`config.mk`:
```
export PLATFORM = sky130hd
export DESIGN_NAME = vga_rx_flat
export DESIGN_NICKNAME = d
export VERILOG_FILES = /design/src/rtl/vga_pkg.sv /design/src/rtl/vga_rx_if.sv /design/src/rtl/vga_rx_sync_det.sv /design/src/rtl/vga_rx.sv /design/src/flat_wrapper.sv
export SDC_FILE = /design/constraint.sdc
export NUM_CORES = 1
export LEC_CHECK = 0
export CAP_MARGIN = 5
export CORE_MARGIN = 3
export CORE_UTILIZATION = 45
export DETAILED_ROUTE_END_ITERATION = 12
export GPL_ROUTABILITY_DRIVEN = 1
export PLACE_DENSITY = 0.68
export SYNTH_ARGS = -nofsm -noshare
export SYNTH_HDL_FRONTEND = slang
export SYNTH_HIERARCHICAL = 1
export SYNTH_SLANG_ARGS = --single-unit
```
`constraint.sdc`:
```
create_clock -name clk -period 4.1 [get_ports clk]
set_clock_uncertainty 0.1 [all_clocks]
set_input_delay 0.82 -clock clk [delete_from_list [all_inputs] [get_ports clk]]
set_output_delay 0.82 -clock clk [all_outputs]
set_load 0.005 [all_outputs]
```
`src/rtl/vga_pkg.sv`:
```
// Shared VGA timing constants and FSM state encoding used by the capture path
// and the existing VGA controller.
package vga_pkg;

  localparam int H_TOTAL  = 800;
  localparam int V_TOTAL  = 525;
  localparam int H_START  = 144;
  localparam int V_START  = 35;
  localparam int H_ACTIVE = 640;
  localparam int V_ACTIVE = 480;

  typedef enum logic [1:0] {
    IDLE    = 2'd0,
    MEASURE = 2'd1,
    LOCKED  = 2'd2
  } vga_state_e;

endpackage

```
`src/rtl/vga_rx_if.sv`:
```
// Video-in / frame-buffer-write bundle of the VGA receiver. The receiver
// takes the slave view; the video source and buffer sink take the master view.
interface vga_rx_if;

  logic        hs;
  logic        vs;
  logic [3:0]  r;
  logic [3:0]  g;
  logic [3:0]  b;
  logic        wen;
  logic [8:0]  wr_row;
  logic [9:0]  wr_col;
  logic [11:0] wr_data;
  logic        locked;
  logic        frame_done;
  logic        err;

  modport master (
    output hs, vs, r, g, b,
    input  wen, wr_row, wr_col, wr_data, locked, frame_done, err
  );

  modport slave (
    input  hs, vs, r, g, b,
    output wen, wr_row, wr_col, wr_data, locked, frame_done, err
  );

endinterface

```
`src/rtl/vga_rx_sync_det.sv`:
```
// Input register stage of the VGA receiver: registers syncs and colour once
// and flags falling edges of the registered active-low syncs.
module vga_rx_sync_det (
  input  logic        clk,
  input  logic        rst,
  input  logic        hs,
  input  logic        vs,
  input  logic [3:0]  r,
  input  logic [3:0]  g,
  input  logic [3:0]  b,
  output logic        hs_fall,
  output logic        vs_fall,
  output logic [11:0] rgb
);

  logic        hs_q, hs_prev_q;
  logic        vs_q, vs_prev_q;
  logic [11:0] rgb_q;

  // History clears to low so no edge can be reported until a sync is seen high.
  always_ff @(posedge clk) begin
    if (rst) begin
      hs_q      <= 1'b0;
      hs_prev_q <= 1'b0;
      vs_q      <= 1'b0;
      vs_prev_q <= 1'b0;
      rgb_q     <= '0;
    end else begin
      hs_q      <= hs;
      hs_prev_q <= hs_q;
      vs_q      <= vs;
      vs_prev_q <= vs_q;
      rgb_q     <= {r, g, b};
    end
  end

  assign hs_fall = hs_prev_q & ~hs_q;
  assign vs_fall = vs_prev_q & ~vs_q;
  assign rgb     = rgb_q;

endmodule

```
`src/rtl/vga_rx.sv`:
```
// VGA capture: locks onto an hs/vs/rgb stream and writes active pixels into a
// frame buffer. Define VGA_RX_DECIMATE_EN to write a 2:1 decimated image.
module vga_rx #(
  parameter int H_TOTAL  = vga_pkg::H_TOTAL,
  parameter int V_TOTAL  = vga_pkg::V_TOTAL,
  parameter int H_START  = vga_pkg::H_START,
  parameter int V_START  = vga_pkg::V_START,
  parameter int H_ACTIVE = vga_pkg::H_ACTIVE,
  parameter int V_ACTIVE = vga_pkg::V_ACTIVE
) (
  input logic     clk,
  input logic     rst,
  vga_rx_if.slave vid
);

  import vga_pkg::*;

  localparam logic [9:0] HTOT  = 10'(H_TOTAL);
  localparam logic [9:0] VTOT  = 10'(V_TOTAL);
  localparam logic [9:0] VLAST = 10'(V_TOTAL - 1);
  localparam logic [9:0] HBEG  = 10'(H_START);
  localparam logic [9:0] HEND  = 10'(H_START + H_ACTIVE);
  localparam logic [9:0] VBEG  = 10'(V_START);
  localparam logic [9:0] VEND  = 10'(V_START + V_ACTIVE);

  logic        hs_fall, vs_fall;
  logic [11:0] rgb;

  vga_rx_sync_det u_sync (
    .clk     (clk),
    .rst     (rst),
    .hs      (vid.hs),
    .vs      (vid.vs),
    .r       (vid.r),
    .g       (vid.g),
    .b       (vid.b),
    .hs_fall (hs_fall),
    .vs_fall (vs_fall),
    .rgb     (rgb)
  );

  // hcnt_q holds the count for the following cycle, so hcnt is 0 on the
  // edge cycle itself and hcnt_q equals the finished line length there.
  logic [9:0] hcnt_q, hcnt_d, hcnt;
  logic [9:0] lcnt_q, lcnt;
  logic       vs_pend_q, vs_pend_d;
  logic       line0;

  always_comb begin
    line0  = hs_fall & (vs_fall | vs_pend_q);
    hcnt   = hs_fall ? '0 : hcnt_q;
    hcnt_d = (hcnt == '1) ? hcnt : hcnt + 10'd1;
    lcnt   = lcnt_q;
    if (line0)                        lcnt = '0;
    else if (hs_fall && lcnt_q != '1) lcnt = lcnt_q + 10'd1;
    vs_pend_d = vs_pend_q;
    if (line0)        vs_pend_d = 1'b0;
    else if (vs_fall) vs_pend_d = 1'b1;
  end

  always_ff @(posedge clk) begin
    if (rst) begin
      hcnt_q    <= '0;
      lcnt_q    <= '0;
      vs_pend_q <= 1'b0;
    end else begin
      hcnt_q    <= hcnt_d;
      lcnt_q    <= lcnt;
      vs_pend_q <= vs_pend_d;
    end
  end

  vga_state_e state_q, state_d;
  logic       meas_ok_q, meas_ok_d;
  logic       len_bad, frame_bad, err_cond;

  always_ff @(posedge clk) begin
    if (rst) begin
      state_q   <= IDLE;
      meas_ok_q <= 1'b0;
    end else begin
      state_q   <= state_d;
      meas_ok_q <= meas_ok_d;
    end
  end

  // Frame line count is lcnt_q + 1 whether vs falls with hs or mid-line.
  always_comb begin : next_state
    len_bad   = hs_fall ? (hcnt_q != HTOT) : (hcnt_q == HTOT);
    frame_bad = (vs_fall && (lcnt_q != VLAST)) || (lcnt >= VTOT);
    state_d   = state_q;
    meas_ok_d = meas_ok_q;
    unique case (state_q)
      IDLE: begin
        if (line0) begin
          state_d   = MEASURE;
          meas_ok_d = 1'b1;
        end
      end
      MEASURE: begin
        if (line0)
          state_d = (meas_ok_q && !len_bad && (lcnt_q == VLAST)) ? LOCKED : IDLE;
        else if (len_bad || (lcnt >= VTOT))
          meas_ok_d = 1'b0;
      end
      LOCKED: begin
        if (len_bad || frame_bad) state_d = IDLE;
      end
      default: state_d = IDLE;
    endcase
  end

  logic       active, wr_ok, wen_d, done_d;
  logic [9:0] col_off, col_d;
  logic [8:0] row_off, row_d;

  always_comb begin : outputs
    err_cond = (state_q == LOCKED) && (len_bad || frame_bad);
    active   = (state_q == LOCKED) && (hcnt >= HBEG) && (hcnt < HEND) &&
               (lcnt >= VBEG) && (lcnt < VEND);
    wr_ok    = active && !err_cond;
    col_off  = hcnt - HBEG;
    row_off  = 9'(lcnt - VBEG);
`ifdef VGA_RX_DECIMATE_EN
    wen_d    = wr_ok && !col_off[0] && !row_off[0];
    col_d    = {1'b0, col_off[9:1]};
    row_d    = {1'b0, row_off[8:1]};
`else
    wen_d    = wr_ok;
    col_d    = col_off;
    row_d    = row_off;
`endif
    done_d   = wr_ok && (hcnt == HEND - 10'd1) && (lcnt == VEND - 10'd1);
  end

  logic        wen_q, done_q, err_q;
  logic [8:0]  row_q;
  logic [9:0]  col_q;
  logic [11:0] data_q;

  always_ff @(posedge clk) begin
    if (rst) begin
      wen_q  <= 1'b0;
      done_q <= 1'b0;
      err_q  <= 1'b0;
      row_q  <= '0;
      col_q  <= '0;
      data_q <= '0;
    end else begin
      wen_q  <= wen_d;
      done_q <= done_d;
      err_q  <= err_cond;
      if (wen_d) begin
        row_q  <= row_d;
        col_q  <= col_d;
        data_q <= rgb;
      end
    end
  end

  assign vid.wen        = wen_q;
  assign vid.wr_row     = row_q;
  assign vid.wr_col     = col_q;
  assign vid.wr_data    = data_q;
  assign vid.frame_done = done_q;
  assign vid.err        = err_q;
  assign vid.locked     = (state_q == LOCKED);

endmodule

```
`src/flat_wrapper.sv`:
```
// flat-port wrapper written by rule: the top's interface ports become plain ports
module vga_rx_flat import vga_pkg::*;
#(
  parameter int H_TOTAL  = vga_pkg::H_TOTAL,
  parameter int V_TOTAL  = vga_pkg::V_TOTAL,
  parameter int H_START  = vga_pkg::H_START,
  parameter int V_START  = vga_pkg::V_START,
  parameter int H_ACTIVE = vga_pkg::H_ACTIVE,
  parameter int V_ACTIVE = vga_pkg::V_ACTIVE
)
  (clk, rst, vid_hs, vid_vs, vid_r, vid_g, vid_b, vid_wen, vid_wr_row, vid_wr_col, vid_wr_data, vid_locked, vid_frame_done, vid_err);
  vga_rx_if vid_i ();
  input logic clk;
  input logic rst;
  input wire logic [$bits(vid_i.hs)-1:0] vid_hs;
  input wire logic [$bits(vid_i.vs)-1:0] vid_vs;
  input wire logic [$bits(vid_i.r)-1:0] vid_r;
  input wire logic [$bits(vid_i.g)-1:0] vid_g;
  input wire logic [$bits(vid_i.b)-1:0] vid_b;
  output wire logic [$bits(vid_i.wen)-1:0] vid_wen;
  output wire logic [$bits(vid_i.wr_row)-1:0] vid_wr_row;
  output wire logic [$bits(vid_i.wr_col)-1:0] vid_wr_col;
  output wire logic [$bits(vid_i.wr_data)-1:0] vid_wr_data;
  output wire logic [$bits(vid_i.locked)-1:0] vid_locked;
  output wire logic [$bits(vid_i.frame_done)-1:0] vid_frame_done;
  output wire logic [$bits(vid_i.err)-1:0] vid_err;
  assign vid_i.hs = vid_hs;
  assign vid_i.vs = vid_vs;
  assign vid_i.r = vid_r;
  assign vid_i.g = vid_g;
  assign vid_i.b = vid_b;
  assign vid_wen = vid_i.wen;
  assign vid_wr_row = vid_i.wr_row;
  assign vid_wr_col = vid_i.wr_col;
  assign vid_wr_data = vid_i.wr_data;
  assign vid_locked = vid_i.locked;
  assign vid_frame_done = vid_i.frame_done;
  assign vid_err = vid_i.err;
  vga_rx #(.H_TOTAL(H_TOTAL), .V_TOTAL(V_TOTAL), .H_START(H_START), .V_START(V_START), .H_ACTIVE(H_ACTIVE), .V_ACTIVE(V_ACTIVE)) u_core (.clk(clk), .rst(rst), .vid(vid_i));
endmodule
```
==> impl_results.md <==
* Synthesized area at between 3000 and 4000 sq um
* Total Power at around 1.5 mW
* Commonest cells after routing, fill and taps aside: 74 x dfxtp_1, 56 x nand2_1, 49 x clkdlybuf4s50_1
* Syn Inst Count at ~420
* DP HPWL at 5990 microns
* Register bit total from synthesis at 74
* Critical path required time at 4230 ps
* Slew Viols, Final at 0
* Vias per Instance at 5.37
* RSZ-0062 raised after global routing: true
* Worst hold path type: flop to flop
* Relative slew slack at 0.658
* F_max at around 260 MHz
* Initial DRT Pass Iterations at 5
* Skew-Pair Late Insertion Delay at 340 ps
* Via count at a little over 3,000
* Cell Pwr Density at 323 nW/um^2
* Lkg Pwr at ~1.8 nW
* Multi-input logic area at around 2100 sq um
* Total grt overflow at 0
* Final WL at ~8300 microns
* Vias in the first global route at approximately 3,000
* Worst EP arrival at about 3900 ps
* Syn_nets at roughly 440
* Clock sinks at 74
* Global-route wire length before repair at around 14,000 microns
* Type of the worst setup path: flop to flop
* Total GRT Usage at 0.182
* Max-cap violations at 0
* Main synth FF type: dfxtp_1
* Async S/R FF share, synth at 0
* Final #Nets at just under 500
* Status: finished, final reports clean
* Worst-path clk slew at roughly 80 ps
* Die ar. at approximately 9400 sq um
* Place WS at approximately 230 ps
* Mean Syn Cell Area at 8.93 sq um
* Root buffer cell: clkbuf_8
* Share of cells above drive strength 1 at 0.112
* Crit path largest cell delay at approximately 520 ps
* Die width at ~97 microns
* Row cnt at 32
* Antenna Nets Post-Route at 0
* FILL cells at 703
* Final setup violation count at 0
* Wire length per cell at roughly 15 microns
* Final non-filler cell area at around 4500 sq um
* Reg area at around 1500 sq um
* Post-CTS Setup Inserts at 0
* Port buffer count at 50
* Synth cell types at just over 60
* Yosys Warn Count at 6
* RR Startpoint: u_core/lcnt_q[0]
* CTS Buf Count at 9
* Worst Path Max Fanout at 11
* Io pins at roughly 50
* Ant. Diodes at 0
* CP Buf/Inv Count at 0
* Cell family with most CP delay: simple AND/OR/NAND/NOR gates
* Origin of the worst min-delay path: u_core/u_sync/rgb[8]
* Maximum root-to-sink buffer count at 2
* DRC viols at 0
* CORE AREA at 7890 sq um
* Final hold vios at 0
* Area delta synth->final at 21.1%
* Starting Density at 0.471
* Die H at just under 100 microns
* Post-synth EDFFs at 0
* Post-place instance area at around 4300 sq um
* DRT iter0 DRCs at about 130
* Commonest non-fill, non-tap cell in the layout: dfxtp_1
* Initial antenna violation count at 0
* Startpoint types: flop
* # resized after CTS at 0
* CP Cell Sequence: ha_1 -> nand4_2 -> o31ai_1 -> mux2i_1 -> or2_2 -> ha_1 -> nor2b_1 -> or4_1 -> a31o_1 -> o211ai_4 -> mux2_1
* Crit end category: flop
* TritonCTS clock tree: built
* Max IR drop VDD at 0.000197 V
* Largest net degree at the start of global routing at 45
* Post-synthesis sequential area ratio at 0.399
* Ratio of final minimum period to clock period at 0.927
* Min Tclk post-route at ~3800 ps
* Final setup margin at a little under 300 ps
* Critical-path top delay cell: or4_1
* CP Launch Point: u_core/lcnt_q[0]
* H-Tree Depth at 3
* Worst slew pin tran at around 500 ps
* CP dominant cell by count: ha_1
* Cts hold-fix bufs at 0
* Routability cong. at about 0.89
## per-layer routing
| layer | global-route usage | vias up | part of all wire |
|---|---|---|---|
| li1 | - | 1534 | - |
| met1 | 0.223 | 1426 | 0.45 |
| met2 | 0.312 | 75 | 0.49 |
| met3 | 0.0490 | 12 | 0.046 |
| met4 | 0.0540 | 0 | 0.014 |
| met5 | 0 | - | 0 |
## report_power, final
| group | internal, mW | switching, mW |
|---|---|---|
| Sequential | 0.730 | 0.00675 |
| Clock | 0.376 | 0.265 |
| Combinational | 0.0336 | 0.0392 |
| Total | 1.14 | 0.311 |
## cell usage after synthesis, drive strengths merged, types with 2 or more instances
library cell  number  share of area
and3               4         0.0067
o21a               6          0.012
or4                3         0.0061
nand3             12          0.016
o31ai              2         0.0040
o21ai              9          0.013
a211oi             5          0.010
nor3              15          0.020
a2111oi            2         0.0081
nor2b             19          0.037
nand2b             8          0.013
and4b              2         0.0054
o2111ai            5          0.012
or3                3         0.0051
xnor2              9          0.021
buf               10          0.021
a31oi              3         0.0051
nand4              5          0.010
a31o               4         0.0094
nor2              35          0.035
mux2i             26          0.070
or2                4         0.0074
inv               13          0.013
xor2               6          0.014
o211a              8          0.024
clkbuf            14          0.014
ha                12          0.040
and2b              6          0.014
nand2             56          0.057
dfxtp             74           0.40
and2               2         0.0034
and4               4          0.010
a21oi             14          0.020
## cell families after synthesis
kind of cell / synth area share
flip-flops: 0.399
adder cells (fa/ha/maj): 0.0404
buffers and inverters: 0.0492
AND/OR/NAND/NOR: 0.256
XOR/XNOR: 0.0354
multiplexers: 0.0731
AO/OA/AOI/OAI: 0.147
## final timing paths
path | to | slack [ps] | cells past startpoint
setup / recovery | u_core/vid.wr_row[6] | 300 | 11
hold / removal | u_core/vid.wr_data[8] | 340 | 2
setup reg to reg | u_core/vid.wr_row[6] | 300 | 11
hold reg to reg | u_core/vid.wr_data[8] | 340 | 2
## area by class of cell
| cell class | count | area share |
|---|---|---|
| multi-input cells | 304 | 0.458 |
| flip-flops and latches | 74 | 0.329 |
| repair buffers | 57 | 0.122 |
| clock buffers | 12 | 0.0345 |
| well taps | 102 | 0.0284 |
| clock inverters | 4 | 0.0164 |
| inverters | 14 | 0.0117 |
## metrics by stage
step / TNS [ps] / instances / hold slack, ps / util
5_1_grt: -3.24 / 567 / 355 / 0.570
4_1_cts: 0 / 567 / 347 / 0.569
3_5_place_dp: 0 / 551 / 339 / 0.540
6_report: 0 / 567 / 343 / 0.570
2_1_floorplan: 0 / 416 / 323 / -
3_3_place_gp: 0 / 551 / 326 / 0.540
## state kept, by name, indices dropped and copies added, names as in the netlist
signal,cells
u_core/vs_pend_q,1
u_core/u_sync/hs_prev_q,1
u_core/hcnt_q,10
u_core/vid.wr_data,12
u_core/vid.err,1
u_core/vid.wr_row,9
u_core/u_sync/hs_q,1
u_core/vid.wr_col,10
u_core/u_sync/vs_q,1
u_core/meas_ok_q,1
u_core/vid.frame_done,1
u_core/u_sync/rgb,12
u_core/state_q,2
u_core/vid.wen,1
u_core/u_sync/vs_prev_q,1
u_core/lcnt_q,10
## worst register-to-register path, stage by stage (launching register included)
cell      delay, ps
dfxtp_1         430
ha_1            260
nand4_2         270
o31ai_1         330
mux2i_1         110
or2_2           320
ha_1            190
nor2b_1         120
or4_1           520
a31o_1          390
o211ai_4        280
mux2_1          370
No activity file was read; power rests on OpenSTA's default activity.
